[src/rtl/shortfifo_arb_pkg.sv]
// Shared constants and helpers for the round-robin write-arbitrated short FIFO.
package shortfifo_arb_pkg;

    localparam int unsigned STAT_W = 16;
    localparam logic [STAT_W-1:0] STAT_MAX = '1;

    // Saturating increment used by the per-requester grant counters.
    function automatic logic [STAT_W-1:0] sat_inc(input logic [STAT_W-1:0] v);
        return (v == STAT_MAX) ? v : v + STAT_W'(1);
    endfunction

endpackage

[src/rtl/shortfifo_arb_rr_pick.sv]
// Round-robin picker: first requester at or after ptr (mod nreq) wins.
module rr_pick #(
    parameter int unsigned nreq = 4,
    parameter int unsigned tw   = $clog2(nreq)
) (
    input  logic [nreq-1:0] req,
    input  logic [tw-1:0]   ptr,
    output logic [nreq-1:0] gnt,
    output logic [tw-1:0]   win
);

    logic          found;
    logic [tw-1:0] cand;

    // nreq is a power of two, so the tw-bit add wraps modulo nreq.
    always_comb begin
        gnt   = '0;
        win   = '0;
        found = 1'b0;
        cand  = '0;
        for (int k = 0; k < int'(nreq); k++) begin
            cand = ptr + tw'(k);
            if (!found && req[cand]) begin
                found     = 1'b1;
                gnt[cand] = 1'b1;
                win       = cand;
            end
        end
    end

endmodule

[src/rtl/shortfifo_arb.sv]
// Short show-ahead FIFO whose write port is shared round-robin among nreq
// requesters; each entry remembers its source, with saturating grant counters.
module shortfifo_arb
    import shortfifo_arb_pkg::*;
#(
    parameter int unsigned dw   = 8,
    parameter int unsigned aw   = 3,
    parameter int unsigned nreq = 4
) (
    input  logic                      clk,
    input  logic                      rst_n,
    input  logic [nreq-1:0]           req,
    input  logic [nreq*dw-1:0]        din,
    output logic [nreq-1:0]           gnt,
    output logic [dw-1:0]             dout,
    output logic [$clog2(nreq)-1:0]   dout_src,
    input  logic                      re,
    output logic                      empty,
    output logic                      full,
    output logic [aw:0]               count,
    input  logic                      stat_clr,
    output logic [nreq*STAT_W-1:0]    stat
);

    localparam int unsigned tw    = $clog2(nreq);
    localparam int unsigned DEPTH = 2**aw;
    localparam int unsigned EW    = tw + dw;

    logic [tw-1:0]     ptr_q, ptr_d;
    logic [aw-1:0]     wr_ptr_q, wr_ptr_d;
    logic [aw-1:0]     rd_ptr_q, rd_ptr_d;
    logic [aw:0]       count_q, count_d;
    logic              empty_q, empty_d;
    logic              full_q, full_d;
    logic [STAT_W-1:0] stat_q [nreq];
    logic [STAT_W-1:0] stat_d [nreq];
    logic [EW-1:0]     mem_q [DEPTH];

    logic [nreq-1:0]   pick_gnt;
    logic [tw-1:0]     win;
    logic [dw-1:0]     wdata;
    logic              push;
    logic              pop;

    rr_pick #(
        .nreq (nreq),
        .tw   (tw)
    ) u_rr_pick (
        .req  (req),
        .ptr  (ptr_q),
        .gnt  (pick_gnt),
        .win  (win)
    );

    // A full FIFO blocks grants even if a pop happens in the same cycle.
    assign gnt  = (full_q || !rst_n) ? '0 : pick_gnt;
    assign push = |gnt;
    assign pop  = re && !empty_q;

    always_comb begin
        wdata = '0;
        for (int i = 0; i < int'(nreq); i++) begin
            if (win == tw'(i)) begin
                wdata = din[i*dw +: dw];
            end
        end
    end

    always_comb begin
        ptr_d    = ptr_q;
        wr_ptr_d = wr_ptr_q;
        rd_ptr_d = rd_ptr_q;
        count_d  = count_q;
        stat_d   = stat_q;
        if (push) begin
            ptr_d    = win + tw'(1);
            wr_ptr_d = wr_ptr_q + aw'(1);
        end
        if (pop) begin
            rd_ptr_d = rd_ptr_q + aw'(1);
        end
        case ({push, pop})
            2'b10:   count_d = count_q + (aw+1)'(1);
            2'b01:   count_d = count_q - (aw+1)'(1);
            default: count_d = count_q;
        endcase
        empty_d = (count_d == '0);
        full_d  = (count_d == (aw+1)'(DEPTH));
        // Clear takes priority over a same-cycle increment.
        for (int i = 0; i < int'(nreq); i++) begin
            if (stat_clr) begin
                stat_d[i] = '0;
            end else if (gnt[i]) begin
                stat_d[i] = sat_inc(stat_q[i]);
            end
        end
    end

    always_ff @(posedge clk or negedge rst_n) begin
        if (!rst_n) begin
            ptr_q    <= '0;
            wr_ptr_q <= '0;
            rd_ptr_q <= '0;
            count_q  <= '0;
            empty_q  <= 1'b1;
            full_q   <= 1'b0;
            for (int i = 0; i < int'(nreq); i++) begin
                stat_q[i] <= '0;
            end
        end else begin
            ptr_q    <= ptr_d;
            wr_ptr_q <= wr_ptr_d;
            rd_ptr_q <= rd_ptr_d;
            count_q  <= count_d;
            empty_q  <= empty_d;
            full_q   <= full_d;
            stat_q   <= stat_d;
        end
    end

    // Storage is not reset; contents are meaningless while empty.
    always_ff @(posedge clk) begin
        if (push) begin
            mem_q[wr_ptr_q] <= {win, wdata};
        end
    end

    assign {dout_src, dout} = mem_q[rd_ptr_q];
    assign count = count_q;
    assign empty = empty_q;
    assign full  = full_q;

    always_comb begin
        stat = '0;
        for (int i = 0; i < int'(nreq); i++) begin
            stat[i*STAT_W +: STAT_W] = stat_q[i];
        end
    end

endmodule

[config.mk]
export PLATFORM = sky130hd
export DESIGN_NAME = shortfifo_arb
export DESIGN_NICKNAME = d
export VERILOG_FILES = /design/src/rtl/shortfifo_arb_pkg.sv /design/src/rtl/shortfifo_arb_rr_pick.sv /design/src/rtl/shortfifo_arb.sv
export SDC_FILE = /design/constraint.sdc
export NUM_CORES = 1
export LEC_CHECK = 0
export CAP_MARGIN = 40
export CELL_PAD_IN_SITES_DETAIL_PLACEMENT = 1
export CELL_PAD_IN_SITES_GLOBAL_PLACEMENT = 2
export CORE_MARGIN = 4
export CORE_UTILIZATION = 36
export CTS_CLUSTER_DIAMETER = 100
export CTS_CLUSTER_SIZE = 14
export DETAILED_ROUTE_END_ITERATION = 10
export GPL_TIMING_DRIVEN = 0
export PLACE_DENSITY_LB_ADDON = 0.1
export SLEW_MARGIN = 20
export SYNTH_ARGS = -nofsm -noshare
export SYNTH_HDL_FRONTEND = slang
export SYNTH_HIERARCHICAL = 1
export SYNTH_SLANG_ARGS = --single-unit
[constraint.sdc]
create_clock -name clk -period 5.25 [get_ports clk]
set_input_delay 0.7875 -clock clk [delete_from_list [all_inputs] [get_ports clk]]
set_output_delay 0.7875 -clock clk [all_outputs]
set_load 0.01 [all_outputs]
==> flow_summary.ini <==
[synthesis]
synthFlopType = edfxtp_1
synth.avg_cell_area_sq_um = 12.17
synthTopCellsByArea = edfxtp_1, dfrtp_1, mux4_2
synthDistinctLibCells = 77
ys_warn_count = 6
seq_area_frac_synth = 0.5497
synth_edf_count = 80
synth_largest_area_cell = edfxtp_1
yosysMostFrequentCell = edfxtp_1
netlist.area_leader.share = 0.3032
synth_seq_cells = 158
syn_area_sq_um = 7923
synthCells = 651
synth.net_count = 709
async_reset_ff_frac = 0.4937
synth_commonest_cells = edfxtp_1, dfrtp_1, nor2_1

[cells_and_area]
n_antenna_cell = 0
final_cells = 1101
fin_nets = 866
drive_above_1_share = 0.1437
syn_to_final_growth_pct = 29.61

[die]
fp-row-count = 54
io_pins = 124
die_area_sq_um = 24450
chipHeight_microns = 156.4
die_x_microns = 156.4
start_util = 0.3642
core_sq_um = 21760

[setup_path]
r2r_slack_ns = 0.42
crit_type = reg -> reg
reg2reg_depth = 13
cp_data_arrival_time_ns = 4.94
r2r_start = ptr_q[0]
critPathCaptureType = flop
required_ns = 5.36
critPathMaxFanout = 11
worst_setup_path_start_kind = flop
r2r-end = mem_q[5][3]

[clock_network]
cts_buffers = 17
cts_sinks = 158
cts.path.max_buffers = 2
holdBufCountCts = 0
clkTransAtPathRegs_ns = 0.07
h-tree-depth = 4
cts_root_buf = clkbuf_16
insertion_delay_ns = 0.43
postCtsSetupBuffers = 0
cts_tree = done

[flow_run]
drv_cap = 0

[sta]
worst_slew_pin_slew_ns = 0.8161
setup-violations-final = 0
drv_slew = 0
hold_ws_ns = 0.3013
skew_ns = 0.01035
maxSlewHeadroom = 0.4502
hold_viol_final = 0
max_freq_mhz = 207.1
rsz0062_at_grt = false
min_period_ns = 4.829
fin_crit_sh = 0.9198

[drt]
wl_per_cell_microns = 19.34
vias_per_cell = 5.334
vias = 5873
drt_first_pass_iters = 4
ant_nets = 0
wirelength_mm = 21.29
drt_iter0_markers = 240
drc = 0

[min_path]
min_path_type = in -> async

[grt]
antenna_found_initial = 0
overflow = 0
grt_pass1_wl_mm = 33.91
grtUsageTotal = 0.1755
first_global_vias = 6127
grt_max_degree = 56

[placed_design]
dp_cells = 1064
port_buffers = 123
place.gp.congestion = 0.7792
dp_hpwl_mm = 15.60

[pwr]
powerDensity_nw_per_um2 = 535.9
ir_drop_mv = 0.2583
power.leakage_nw = 3.809

[status]
outcome = finished clean
[cell families (layout without fill, tap and decap cells)]
family,after synthesis,count (layout),synth area share
buf+inv,40,210,0.02226
compound gates,115,115,0.09855
flops,158,158,0.5497
fa+ha+maj,18,18,0.02843
simple gates,231,231,0.1554
xor+xnor,45,45,0.04975
mux,44,44,0.09586
[sequential cells by signal, summed over array words and instances (netlist names)]
name,cells
mem_q,80
stat,64
count,4
rd_ptr_q,3
wr_ptr_q,3
ptr_q,2
empty,1
full,1
[how the worst max path moves through the flow]
stage	from	endpoint	slack, ns	depth (start not counted)
after floorplan	ptr_q[0]	empty	1.28	15
final	ptr_q[0]	mem_q[5][3]	0.42	13
after global routing	ptr_q[0]	mem_q[5][4]	0.06	13
after detailed placement	req[3]	mem_q[5][1]	-0.21	11
after global placement	rst_n	gnt[0]	-1.73	4
after CTS	ptr_q[0]	mem_q[5][6]	0.27	15
[where the power goes]
part | internal (mW) | switching (mW) | leakage [nW]
clock network | 0.642 | 0.582 | 0.282
registers | 1.82 | 0.132 | 1.79
logic | 0.982 | 1.34 | 1.73
[area by class of cell]
class / instances / area [sq um]
clock buffers: 17 / 425.4
repair buffers: 138 / 1381
flip-flops and latches: 158 / 4355
inverters: 14 / 53.80
clock inverters: 15 / 167.7
multi-input cells: 453 / 3412
plain buffers: 26 / 122.6
fillers: 2323 / 11490
well taps: 280 / 350.3
[routing by layer]
layer / share of wire / track usage / vias to the layer above
met5: 0 / 0 / -
met4: 0.0069 / 0.03430 / 0
met3: 0.038 / 0.03457 / 14
met2: 0.49 / 0.2942 / 94
met1: 0.46 / 0.2397 / 3004
li1: - / - / 2761
[stage by stage]
step	TNS (ns)	util	power, mW	cell area (sq um)	setup slack [ns]
finish	0	0.4720	5.503	10270	0.4210
global route	0	0.4720	5.853	10270	0.05964
CTS	0	0.4706	5.526	10240	0.2686
detailed placement	-6.682	0.4431	4.270	9639	-0.2115
global placement	-150.44	0.4369	4.105	9504	-1.729
floorplan	0	-	3.368	7923	1.284
[repair_timing]
action | CTS | global route
gates resized for setup | 2 | 0
setup endpoints to repair | 32 | 0
hold endpoints to repair | 0 | 0
[worst max-delay path: stages, from the launching register on]
cell and delay (ns):
dfrtp_1 0.50, buf_2 0.30, inv_1 0.11, ha_1 0.45
mux4_2 0.48, nor2b_4 0.22, o21ai_1 0.09, and3_1 0.20
o22ai_2 0.46, ha_1 0.25, clkbuf_1 0.26, clkbuf_1 0.38
a21oi_1 0.12, o21ai_0 0.66
[placed cells by master (no fill, tap or decap), drive strengths merged, types with 4 or more instances in the layout]
master and count:
mux2i 8, and4 8, a22oi 8, buf 25
clkbuf 34, clkinv 4, ha 18, and3 8
o2111ai 5, dfrtp 77, nor4 6, edfxtp 80
mux2 12, xor2 27, nor2b 4, nand2 51
inv 22, o211ai 5, nor2 68, mux4 24
and2 4, nand3 20, a211oi 7, a21oi 35
xnor2 18, nand4 14, nand3b 13, o31ai 4
clkdlybuf4s50 122, o21ai 25, nor3 14, nand2b 5
(Power assumes the default switching activity.)
